### src/rtl/bru_pkg.sv
`default_nettype none
// ============================================================================
// Module      : bru_pkg
// Description : Shared types for the branch resolve unit and its update port.
// Revision    : 1.0 - initial release
// ============================================================================
package bru_pkg;

    localparam int XLEN = 32;

    typedef logic [XLEN-1:0] addr_t;

    // Training record returned to the fetch predictor one cycle after resolve.
    typedef struct packed {
        addr_t pc;
        logic  branch;
        logic  taken;
    } bp_update_t;

endpackage
`default_nettype wire

### src/rtl/branch_resolve_unit_if.sv
`default_nettype none
// ============================================================================
// Module      : branch_resolve_unit_if
// Description : Hazard/datapath-side bundle of the branch resolve unit.
// Revision    : 1.0 - initial release
// ============================================================================
interface branch_resolve_unit_if #(
    parameter int CNT_W = 32
);
    import bru_pkg::*;

    logic             BPF;
    logic             StallF;
    logic             StallD;
    logic             FlushD;
    logic             FlushE;
    logic             BranchE;
    logic             ZeroE;
    addr_t            PCE;
    addr_t            PCTargetE;
    addr_t            PCPlus4E;
    logic             MispredictE;
    addr_t            RedirectPC;
    logic             FlushReqD;
    logic             FlushReqE;
    addr_t            PCB;
    logic             BranchB;
    logic             ZeroB;
    logic [CNT_W-1:0] BranchCnt;
    logic [CNT_W-1:0] MispredCnt;

    // Driver side: fetch predictor, hazard unit and execute datapath.
    modport master (
        output BPF, StallF, StallD, FlushD, FlushE,
        output BranchE, ZeroE, PCE, PCTargetE, PCPlus4E,
        input  MispredictE, RedirectPC, FlushReqD, FlushReqE,
        input  PCB, BranchB, ZeroB, BranchCnt, MispredCnt
    );

    modport slave (
        input  BPF, StallF, StallD, FlushD, FlushE,
        input  BranchE, ZeroE, PCE, PCTargetE, PCPlus4E,
        output MispredictE, RedirectPC, FlushReqD, FlushReqE,
        output PCB, BranchB, ZeroB, BranchCnt, MispredCnt
    );

endinterface
`default_nettype wire

### src/rtl/sat_perf_counter.sv
`default_nettype none
// ============================================================================
// Module      : sat_perf_counter
// Description : Event counter that sticks at all-ones instead of wrapping.
// Revision    : 1.0 - initial release
// ============================================================================
module sat_perf_counter #(
    parameter int W = 32
) (
    input  logic         clk,
    input  logic         reset,
    input  logic         inc,
    output logic [W-1:0] count
);

    localparam logic [W-1:0] c_MAX = '1;
    localparam logic [W-1:0] c_ONE = {{(W-1){1'b0}}, 1'b1};

    logic [W-1:0] r_count;

    always_ff @(posedge clk) begin
        if (reset) begin
            r_count <= '0;
        end else if (inc && (r_count != c_MAX)) begin
            r_count <= r_count + c_ONE;
        end
    end

    assign count = r_count;

endmodule
`default_nettype wire

### src/rtl/branch_resolve_unit.sv
`default_nettype none
// ============================================================================
// Module      : branch_resolve_unit
// Description : Carries the fetch prediction to E, detects mispredicts, drives
//               redirect/flush requests and the registered predictor update.
// Revision    : 1.0 - initial release
// ============================================================================
module branch_resolve_unit
    import bru_pkg::*;
#(
    parameter int CNT_W = 32
) (
    input  logic                  clk,
    input  logic                  reset,
    branch_resolve_unit_if.slave  bus
);

    logic       r_bp_d;
    logic       r_bp_e;
    bp_update_t r_upd;

    logic       w_taken_e;
    logic       w_mispredict_e;
    logic       w_unused_stall_f;

    // The D-stage hold already covers a fetch stall, so StallF is not needed here.
    assign w_unused_stall_f = bus.StallF;

    always_ff @(posedge clk) begin
        if (reset) begin
            r_bp_d <= 1'b0;
            r_bp_e <= 1'b0;
            r_upd  <= '0;
        end else begin
            // Flush beats stall: a squashed slot must not keep a stale prediction.
            if (bus.FlushD) begin
                r_bp_d <= 1'b0;
            end else if (!bus.StallD) begin
                r_bp_d <= bus.BPF;
            end

            r_bp_e <= bus.FlushE ? 1'b0 : r_bp_d;

            r_upd.pc     <= bus.PCE;
            r_upd.branch <= bus.BranchE;
            r_upd.taken  <= w_taken_e;
        end
    end

    assign w_taken_e      = bus.BranchE & bus.ZeroE;
    assign w_mispredict_e = bus.BranchE & (r_bp_e ^ w_taken_e);

    assign bus.MispredictE = w_mispredict_e;
    assign bus.RedirectPC  = w_mispredict_e ? (w_taken_e ? bus.PCTargetE : bus.PCPlus4E)
                                            : '0;
    assign bus.FlushReqD   = w_mispredict_e;
    assign bus.FlushReqE   = w_mispredict_e;

    assign bus.PCB     = r_upd.pc;
    assign bus.BranchB = r_upd.branch;
    assign bus.ZeroB   = r_upd.taken;

    sat_perf_counter #(
        .W     (CNT_W)
    ) u_branch_cnt (
        .clk   (clk),
        .reset (reset),
        .inc   (bus.BranchE),
        .count (bus.BranchCnt)
    );

    sat_perf_counter #(
        .W     (CNT_W)
    ) u_mispred_cnt (
        .clk   (clk),
        .reset (reset),
        .inc   (w_mispredict_e),
        .count (bus.MispredCnt)
    );

endmodule
`default_nettype wire
### src/flat_wrapper.sv
// flat-port wrapper written by rule: the top's interface ports become plain ports
module branch_resolve_unit_flat import bru_pkg::*;
#(
    parameter int CNT_W = 32
)
  (clk, reset, bus_BPF, bus_StallF, bus_StallD, bus_FlushD, bus_FlushE, bus_BranchE, bus_ZeroE, bus_PCE, bus_PCTargetE, bus_PCPlus4E, bus_MispredictE, bus_RedirectPC, bus_FlushReqD, bus_FlushReqE, bus_PCB, bus_BranchB, bus_ZeroB, bus_BranchCnt, bus_MispredCnt);
  branch_resolve_unit_if #(.CNT_W(CNT_W)) bus_i ();
  input  logic clk;
  input  logic reset;
  input wire logic [$bits(bus_i.BPF)-1:0] bus_BPF;
  input wire logic [$bits(bus_i.StallF)-1:0] bus_StallF;
  input wire logic [$bits(bus_i.StallD)-1:0] bus_StallD;
  input wire logic [$bits(bus_i.FlushD)-1:0] bus_FlushD;
  input wire logic [$bits(bus_i.FlushE)-1:0] bus_FlushE;
  input wire logic [$bits(bus_i.BranchE)-1:0] bus_BranchE;
  input wire logic [$bits(bus_i.ZeroE)-1:0] bus_ZeroE;
  input wire logic [$bits(bus_i.PCE)-1:0] bus_PCE;
  input wire logic [$bits(bus_i.PCTargetE)-1:0] bus_PCTargetE;
  input wire logic [$bits(bus_i.PCPlus4E)-1:0] bus_PCPlus4E;
  output wire logic [$bits(bus_i.MispredictE)-1:0] bus_MispredictE;
  output wire logic [$bits(bus_i.RedirectPC)-1:0] bus_RedirectPC;
  output wire logic [$bits(bus_i.FlushReqD)-1:0] bus_FlushReqD;
  output wire logic [$bits(bus_i.FlushReqE)-1:0] bus_FlushReqE;
  output wire logic [$bits(bus_i.PCB)-1:0] bus_PCB;
  output wire logic [$bits(bus_i.BranchB)-1:0] bus_BranchB;
  output wire logic [$bits(bus_i.ZeroB)-1:0] bus_ZeroB;
  output wire logic [$bits(bus_i.BranchCnt)-1:0] bus_BranchCnt;
  output wire logic [$bits(bus_i.MispredCnt)-1:0] bus_MispredCnt;
  assign bus_i.BPF = bus_BPF;
  assign bus_i.StallF = bus_StallF;
  assign bus_i.StallD = bus_StallD;
  assign bus_i.FlushD = bus_FlushD;
  assign bus_i.FlushE = bus_FlushE;
  assign bus_i.BranchE = bus_BranchE;
  assign bus_i.ZeroE = bus_ZeroE;
  assign bus_i.PCE = bus_PCE;
  assign bus_i.PCTargetE = bus_PCTargetE;
  assign bus_i.PCPlus4E = bus_PCPlus4E;
  assign bus_MispredictE = bus_i.MispredictE;
  assign bus_RedirectPC = bus_i.RedirectPC;
  assign bus_FlushReqD = bus_i.FlushReqD;
  assign bus_FlushReqE = bus_i.FlushReqE;
  assign bus_PCB = bus_i.PCB;
  assign bus_BranchB = bus_i.BranchB;
  assign bus_ZeroB = bus_i.ZeroB;
  assign bus_BranchCnt = bus_i.BranchCnt;
  assign bus_MispredCnt = bus_i.MispredCnt;
  branch_resolve_unit #(.CNT_W(CNT_W)) u_core (.clk(clk), .reset(reset), .bus(bus_i));
endmodule
### config.mk
export PLATFORM = sky130hd
export DESIGN_NAME = branch_resolve_unit_flat
export DESIGN_NICKNAME = d
export VERILOG_FILES = /design/src/rtl/bru_pkg.sv /design/src/rtl/branch_resolve_unit_if.sv /design/src/rtl/sat_perf_counter.sv /design/src/rtl/branch_resolve_unit.sv /design/src/flat_wrapper.sv
export SDC_FILE = /design/constraint.sdc
export NUM_CORES = 1
export LEC_CHECK = 0
export CELL_PAD_IN_SITES_DETAIL_PLACEMENT = 1
export CELL_PAD_IN_SITES_GLOBAL_PLACEMENT = 2
export CORE_AREA = 2 2 85 168
export CTS_CLUSTER_SIZE = 24
export DETAILED_ROUTE_END_ITERATION = 16
export DIE_AREA = 0 0 87 170
export DONT_BUFFER_PORTS = 1
export GPL_ROUTABILITY_DRIVEN = 0
export PLACE_DENSITY_LB_ADDON = 0.2
export REMOVE_ABC_BUFFERS = 1
export SETUP_SLACK_MARGIN = 0.2
export SYNTH_ARGS = -nofsm -noshare
export SYNTH_HDL_FRONTEND = slang
export SYNTH_SLANG_ARGS = --single-unit
### constraint.sdc
create_clock -name clk -period 3.5 [get_ports clk]
set_input_delay 1.05 -clock clk [delete_from_list [all_inputs] [get_ports clk]]
set_output_delay 1.05 -clock clk [all_outputs]
set_load 0.01 [all_outputs]
* Word-level counts from Yosys, hierarchy flattened
Cells that the tools add are included.
** Storage, ports and cells
- Flip-flop bits (word level) :: 100
- Latch bits :: 0
- RAM bits :: 0
- Memory bits (read-only) :: 0
- Input bits :: 105
- Output and inout port bits :: 133
- Memories :: 0
** Cells by class
- Add/sub/neg operators :: 2
- Multipliers :: 0
- Div/mod/pow operators :: 0
- Magnitude comparators :: 0
- Equal/unequal tests :: 2
- Shift-type cells :: 0
- Multiplexer cells :: 2
- Bitwise logic cells :: 3
- Reductions and logical operators :: 4
** Operator list (count)
- adder 32 x 1 -> 32 bit, second input constant :: 2
- two-way mux 32 bit :: 2
- inequality test 32 bit, second input constant :: 2
- OR reduction 2 bit :: 2
- bitwise AND 1 bit :: 2
- logical AND 1 bit :: 2
- XOR 1 bit :: 1

* Longest topological paths before layout
Gate-level depths: netlist (run 1).
- Word-level depth :: 4
- Gate-level depth with buffers :: 8
- Gate-level depth less buffers :: 6

* Cells and area by module
From an unflattened synthesis (run 1), not the netlist that was laid out.
** Second synthesis, totals
- Cells, all modules :: 589
- Area, all modules :: 5192.5 um^2
** By module, submodules not included
- sat_perf_counter :: instances 2, cells an instance 199, area each 1674.1 um^2
- branch_resolve_unit :: instances 1, cells an instance 191, area each 1844.3 um^2

* Worst setup path before layout (run 1)
OpenSTA, ideal clock, no wires.
- Path kind :: in2out
- From :: input bus_BranchE
- To :: output bus_RedirectPC[10]
- Data arrival time :: 2.058 ns
- Required time :: 2.450 ns
- Slack :: 0.392 ns
- Stages :: 6
- Cells stage by stage :: buf_2 > and2_1 > clkbuf_1 > clkbuf_1 > nand2_1 > a21oi_1
** Between the ends
- Cells in the longest elaborated chain, start to end :: 4
- Elaborated cells between the ends (all ways) :: 5
- Classes of those cells :: 2 x mux; 3 x bitwise
** Ends and longest elaborated chain
- from (decl) :: RTL line flat_wrapper.sv:15 : input wire logic [$bits(bus_i.BranchE)-1:0] bus_BranchE;
- bitwise AND 1 bit :: RTL line branch_resolve_unit.sv:50 : assign w_taken_e = bus.BranchE & bus.ZeroE;
- XOR 1 bit :: RTL line branch_resolve_unit.sv:51 : assign w_mispredict_e = bus.BranchE & (r_bp_e ^ w_taken_e);
- bitwise AND 1 bit :: RTL line branch_resolve_unit.sv:51
- two-way mux 32 bit * :: RTL line branch_resolve_unit.sv:54 : assign bus.RedirectPC = w_mispredict_e ? (w_taken_e ? bus.PCTargetE : bus.PCPlus4E)
- to (decl) :: RTL line flat_wrapper.sv:21 : output wire logic [$bits(bus_i.RedirectPC)-1:0] bus_RedirectPC;
Mark *: on every way between the ends. The rest lies on a longest branch, timed or not.

* Worst setup path in the final report (run 1)
- From :: input bus_BranchE
- To :: output bus_RedirectPC[29]
Same word-level chain as after synthesis.

==> run_results.csv, run 1 <==
group,metric,value,unit
floorplan,ioPinCount,238,
global_routing,grt_overflow,0,
critical_path,critPathLaunch,"bus_BranchE",
floorplan,die_width,87,um
logic_synthesis,synthTopCellsByCount,"dfxtp_1, nand2_1, a21oi_1",
timing,rsz0062_at_grt,"false",
timing,finalHoldViolations,0,
logic_synthesis,ys_types,53,
place,pre_cts_slack,457,ps
timing,whs,490,ps
power_and_ir_drop,vdd_drop_max,228,uV
route,avgRoutedWirePerCell,19.8,um
route,finalWirelength,14900,um
critical_path,cp-start-kind,"primary input",
timing,clock_skew,11.9,ps
power_and_ir_drop,seqPwrFrac,51.5,%
critical_path,reg2reg_to,"u_core.u_branch_cnt.count[31]$_SDFFE_PP0P_",
critical_path,crit_fanout,32,
timing,fmax,330,MHz
global_routing,grt_max_degree,107,
clock_tree,cts_hold_buf,0,
timing,finalCritPeriodShare,86.5,%
global_routing,grt_pass1_wl,23000,um
critical_path,cpPeakStageDelay,320,ps
power_and_ir_drop,p_sw_share,25.6,%
logic_synthesis,netlist_area,4770,um2
floorplan,die_area,14800,um2
logic_synthesis,yosysMostFrequentCell,"dfxtp_1",
place,portBuffers,0,
clock_tree,clk-insertion-delay-late,350,ps
clock_tree,htreeDepth,3,
critical_path,ff2ff_path_depth,6,
power_and_ir_drop,p_clk_share,43.5,%
timing,fin_setup_tns,0,ps
critical_path,endpoint,"bus_RedirectPC[29]",
power_and_ir_drop,p_comb_share,4.9,%
critical_path,crit_type,"primary input to output port",
logic_synthesis,synth_top_area_share,42.0,%
floorplan,rows,60,
cells_and_area,diodes,0,
place,dp_hpwl,11300,um
clock_tree,cts_buffers,9,
route,drt_iter0_markers,129,
route,vias,4389,
critical_path,r2r_slack,780,ps
logic_synthesis,async_flop_share,0,%
timing,worst_pin_slew,1170,ps
logic_synthesis,synth_area_leaders,"dfxtp_1, a21oi_1, nand2_1",
critical_path,required,2450,ps
power_and_ir_drop,p_per_area,433,nW/um2
clock_tree,postCtsResizedCells,0,
clock_tree,clock-sinks,100,
route,viasPerCell,5.84,
clock_tree,cts_buffer_depth,2,
critical_path,cp-end-kind,"output port",
global_routing,grt_pass1_vias,4445,
logic_synthesis,synth-seq-area-share,42.0,%
timing,fin_crit,3030,ps
status,status,"finished, final reports clean",
floorplan,fp.dieH,170,um
clock_tree,cts_tree,"done",
critical_path,cp_slowest_cell,"buf_4",
cells_and_area,final_net_count,698,
critical_path,r2r-start,"u_core.u_branch_cnt.count[0]$_SDFFE_PP0P_",
global_routing,antenna_found_initial,0,
timing,maxSlewHeadroom,20.6,%
route,ant_nets,0,
critical_path,cp_cell_sequence,"and2_1 > buf_4 > nand2_1 > a21oi_1 > buf_4",
run,cap_violations,0,
timing,setup_viol,0,
hold_path,min_path_type,"flop to flop",
power_and_ir_drop,internal_power,1720,uW
cells_and_area,fin_util,39.7,%
clock_tree,clockRootBuffer,"clkbuf_16",
critical_path,critPathMostFrequentCell,"buf_4",
logic_synthesis,synth-edff-count,0,
clock_tree,post_cts_buffers,0,
logic_synthesis,synth_seq_cells,100,
power_and_ir_drop,p_switching,592,uW
timing,finalMaxSlewViolations,0,
logic_synthesis,synth_cells,585,
floorplan,core,13400,um2
logic_synthesis,yosysWarnings,0,
global_routing,grt_use_total,19.9,%
timing,fin_ws,474,ps
logic_synthesis,synth-main-ff-cell,"dfxtp_1",
cells_and_area,area_growth,11.7,%
logic_synthesis,avgSynthCellArea,8.16,um2
clock_tree,path_clk_slew,80,ps
critical_path,crit_arrival,1980,ps
floorplan,initial_core_util,35.5,%
power_and_ir_drop,p_leak,0.00183,uW
cells_and_area,drive_above_1_share,10.9,%
route,firstDrtPassIters,4,
logic_synthesis,synth_area_leader_cell,"dfxtp_1",
route,drcViolationCount,0,
power by group through the flow:
stage	clock [uW]	sequential, uW	combinational, uW
final	1000	1190	114
after global placement	0	1220	111
after floorplan	0	1210	77.1
after global routing	1090	1190	128
after detailed placement	0	1220	116
after CTS	1050	1190	116
final cells by class:
type	instances	area [um2]
fill	1643	8110
multi-input combinational	442	2590
sequential	100	2000
clock buffer	9	225
timing repair buffer	27	203
tap	155	194
clock inverter	7	78.8
inverter	11	41.3
through the flow:
stage / instance area (um2) / total power (uW) / instances
2_1_floorplan: 4630 / 1290 / 553
3_3_place_gp: 5030 / 1330 / 735
3_5_place_dp: 5030 / 1330 / 735
4_1_cts: 5330 / 2360 / 751
5_1_grt: 5330 / 2410 / 751
6_report: 5330 / 2310 / 751
sequential cells by signal (all words and copies together) (netlist names):
name / cells
u_core.u_branch_cnt.count: 32
u_core.bus.ZeroB: 1
u_core.u_mispred_cnt.count: 32
u_core.bus.PCB: 32
u_core.r_bp_e: 1
u_core.r_bp_d: 1
u_core.bus.BranchB: 1
how the worst min path moves through the flow:
stage	from	to	slack, ps	depth (start not counted)
4_1_cts	u_core.r_bp_d$_SDFFE_PP0N_	u_core.r_bp_e$_SDFF_PP0_	490	1
2_1_floorplan	u_core.r_bp_d$_SDFFE_PP0N_	u_core.r_bp_e$_SDFF_PP0_	450	1
5_1_grt	u_core.r_bp_d$_SDFFE_PP0N_	u_core.r_bp_e$_SDFF_PP0_	510	1
6_report	u_core.r_bp_d$_SDFFE_PP0N_	u_core.r_bp_e$_SDFF_PP0_	490	1
3_5_place_dp	u_core.r_bp_d$_SDFFE_PP0N_	u_core.r_bp_e$_SDFF_PP0_	480	1
3_3_place_gp	u_core.r_bp_d$_SDFFE_PP0N_	u_core.r_bp_e$_SDFF_PP0_	470	1
placed cells by master, fill, tap and decap left out, types with 3 or more instances in the layout:
cell type,n
or3_2,4
a21oi_1,73
and2_1,5
or4_1,6
or3_1,31
mux2i_1,3
mux2_1,6
buf_4,27
nor2_1,30
and4_1,6
xor2_1,6
nor2b_1,37
clkbuf_16,9
nand3_1,23
dfxtp_1,100
o21ai_1,10
o31ai_1,7
inv_1,10
nor4_1,7
xnor2_1,8
and3_1,11
nand2_1,86
nor3_1,5
nand4_1,24
o21ai_0,24
layer usage:
metal | up-vias | share of wire [%] | global-route usage (%)
li1 | 2093 | - | -
met4 | 0 | 2.6 | 7.95
met2 | 138 | 55 | 37.6
met3 | 28 | 6.0 | 5.24
met5 | - | 0 | 0
met1 | 2130 | 36 | 19.9
worst max-delay path: cells and delay by family:
family | cells | cell delay (ps)
buffers and inverters | 2 | 490
AND/OR/NAND/NOR | 2 | 190
AO/OA/AOI/OAI | 1 | 210
kinds of logic (layout without fill, tap and decap cells):
group | count (synthesis) | count (layout) | synth area share, %
AND/OR/NAND/NOR | 290 | 290 | 33.2
AO/OA/AOI/OAI | 127 | 127 | 15.9
flip-flops | 100 | 100 | 42.0
buffers and inverters | 43 | 54 | 3.80
XOR/XNOR | 14 | 14 | 2.57
multiplexers | 9 | 9 | 2.05
adder cells (fa/ha/maj) | 2 | 2 | 0.524
Note: power is estimated with default switching activity, not from simulation.
==> run 2, diff against run 1 <==
--- a/config.mk
+++ b/config.mk
@@ -7,15 +7,16 @@
 export LEC_CHECK = 0
 export CELL_PAD_IN_SITES_DETAIL_PLACEMENT = 1
 export CELL_PAD_IN_SITES_GLOBAL_PLACEMENT = 2
-export CORE_AREA = 2 2 85 168
+export CORE_AREA = 2 2 87 173
 export CTS_CLUSTER_SIZE = 24
 export DETAILED_ROUTE_END_ITERATION = 16
-export DIE_AREA = 0 0 87 170
+export DIE_AREA = 0 0 89 175
 export DONT_BUFFER_PORTS = 1
 export GPL_ROUTABILITY_DRIVEN = 0
 export PLACE_DENSITY_LB_ADDON = 0.2
 export REMOVE_ABC_BUFFERS = 1
 export SETUP_SLACK_MARGIN = 0.2
+export SKIP_LAST_GASP = 1
 export SYNTH_ARGS = -nofsm -noshare
 export SYNTH_HDL_FRONTEND = slang
 export SYNTH_SLANG_ARGS = --single-unit
==> constraint.sdc (replaced) <==
create_clock -name clk -period 3.2 [get_ports clk]
set_input_delay 0.96 -clock clk [delete_from_list [all_inputs] [get_ports clk]]
set_output_delay 0.96 -clock clk [all_outputs]
set_load 0.01 [all_outputs]
==> run 2 against run 1 <==
  * Sequential power is 9% higher
  * Utilization is 1.9 points lower
  * Highest routed layer unchanged
  * Via count is 1.1% lower
  * Worst hold slack better by 9.4 ps
==> run_results.csv, run 2 (synthesized netlist as in run 1, its figures left out) <==
group,metric,value,unit
global_routing,grt_max_degree,107,
route,vias,4342,
cells_and_area,final_net_count,697,
global_routing,grt_pass1_vias,4472,
critical_path,critPathLaunch,"bus_BranchE",
clock_tree,cts_buffer_depth,2,
clock_tree,postCtsResizedCells,0,
power_and_ir_drop,vdd_drop_max,314,uV
route,viasPerCell,5.52,
critical_path,reg2reg_to,"u_core.u_mispred_cnt.count[31]$_SDFFE_PP0P_",
global_routing,grt_pass1_wl,23200,um
clock_tree,cts_buffers,9,
clock_tree,clockRootBuffer,"clkbuf_16",
route,ant_nets,0,
power_and_ir_drop,p_per_area,480,nW/um2
place,dp_hpwl,11300,um
timing,fmax,352,MHz
cells_and_area,area_growth,13.1,%
critical_path,crit_arrival,1880,ps
route,avgRoutedWirePerCell,19.0,um
cells_and_area,n_fill_cell,1751,
hold_path,min_path_cells,1,
floorplan,core,14300,um2
clock_tree,cts_hold_buf,0,
global_routing,grt_use_total,19.2,%
timing,finalHoldViolations,0,
cells_and_area,fin_util,37.8,%
critical_path,cp-end-kind,"output port",
route,finalWirelength,15000,um
floorplan,fp.dieH,175,um
run,cap_violations,0,
route,drt_iter0_markers,122,
critical_path,cp-start-kind,"primary input",
global_routing,antenna_found_initial,0,
clock_tree,cts_tree,"done",
clock_tree,post_cts_buffers,0,
timing,worst_pin_slew,603,ps
critical_path,required,2240,ps
cells_and_area,stdcell_area,5400,um2
timing,finalCritPeriodShare,88.7,%
clock_tree,clock-sinks,100,
global_routing,grt_overflow,0,
cells_and_area,final_cell_mix,"dfxtp_1, nand2_1, a21oi_1, nor2b_1, or3_1",
timing,maxSlewHeadroom,59.8,%
status,status,"finished, final reports clean",
route,firstDrtPassIters,6,
timing,finalMaxSlewViolations,0,
floorplan,ioPinCount,238,
hold_path,min_path_type,"flop to flop",
place,portBuffers,0,
critical_path,endpoint,"bus_RedirectPC[1]",
clock_tree,path_clk_slew,80,ps
place,dpl_cell_area,5080,um2
floorplan,rows,62,
critical_path,r2r_slack,580,ps
cells_and_area,diodes,0,
cells_and_area,final_common_cell,"dfxtp_1",
timing,setup_viol,0,
timing,fin_crit,2840,ps
timing,fin_setup_tns,0,ps
timing,clock_skew,11.2,ps
power_and_ir_drop,p_leak,0.00184,uW
clock_tree,htreeDepth,3,
floorplan,initial_core_util,33.4,%
timing,rsz0062_at_grt,"false",
floorplan,die_width,89,um
clock_tree,clk-insertion-delay-late,360,ps
critical_path,crit_type,"primary input to output port",
floorplan,die_area,15600,um2
critical_path,r2r-start,"u_core.u_mispred_cnt.count[0]$_SDFFE_PP0P_",
cells_and_area,drive_above_1_share,10.8,%
critical_path,ff2ff_path_depth,6,
route,drcViolationCount,0,
critical_path,crit_fanout,32,
## run 2: cell types whose count changed in the layout (fill, tap and decap cells not counted)
cell	previous run	this run
buf_12	0	1
buf_4	27	25
clkinv_8	2	1
inv_6	2	1
clkinv_4	2	3
bufinv_16	0	1
## run 2: area by class of cell
| type | count | area, um2 | area share [%] |
|---|---|---|---|
| Tap cell | 192 | 240 | 4.45 |
| Inverter | 11 | 41.3 | 0.765 |
| Multi-Input combinational cell | 442 | 2590 | 48.0 |
| Clock buffer | 9 | 225 | 4.17 |
| Clock inverter | 7 | 92.6 | 1.72 |
| Timing Repair Buffer | 26 | 208 | 3.85 |
| Sequential cell | 100 | 2000 | 37.1 |
## run 2: worst max-delay path: stages
cell and delay (ps):
and2_1 100, buf_4 310, nand2_1 100, a21oi_1 220
buf_4 170
## run 2: how the worst min path moves through the flow
stage                          startpoint                        to
2_1_floorplan  u_core.r_bp_d$_SDFFE_PP0N_  u_core.r_bp_e$_SDFF_PP0_
3_3_place_gp   u_core.r_bp_d$_SDFFE_PP0N_  u_core.r_bp_e$_SDFF_PP0_
3_5_place_dp   u_core.r_bp_d$_SDFFE_PP0N_  u_core.r_bp_e$_SDFF_PP0_
4_1_cts        u_core.r_bp_d$_SDFFE_PP0N_  u_core.r_bp_e$_SDFF_PP0_
5_1_grt        u_core.r_bp_d$_SDFFE_PP0N_  u_core.r_bp_e$_SDFF_PP0_
6_report       u_core.r_bp_d$_SDFFE_PP0N_  u_core.r_bp_e$_SDFF_PP0_
## run 2: per-stage QoR
step | setup slack [ps] | cells | hold slack [ps] | total power (uW)
after CTS | 372 | 787 | 495 | 2640
after global placement | 400 | 771 | 472 | 1450
final | 360 | 787 | 499 | 2590
after floorplan | 59.4 | 553 | 453 | 1410
after detailed placement | 380 | 771 | 481 | 1460
after global routing | 327 | 787 | 505 | 2700
## run 2: power by group
part	internal [uW]	switching, uW	leakage (uW)
logic	50.5	70.9	0.000867
registers	1270	30.8	0.000815
clock network	626	542	0.000155
total	1950	643	0.00184
## run 2: layer usage
layer,vias up,GRT usage (%),part of all wire [%]
li1,2092,-,-
met1,2121,18.5,34
met2,114,36.3,57
met3,15,5.95,6.5
met4,0,7.09,1.9
met5,-,0,0
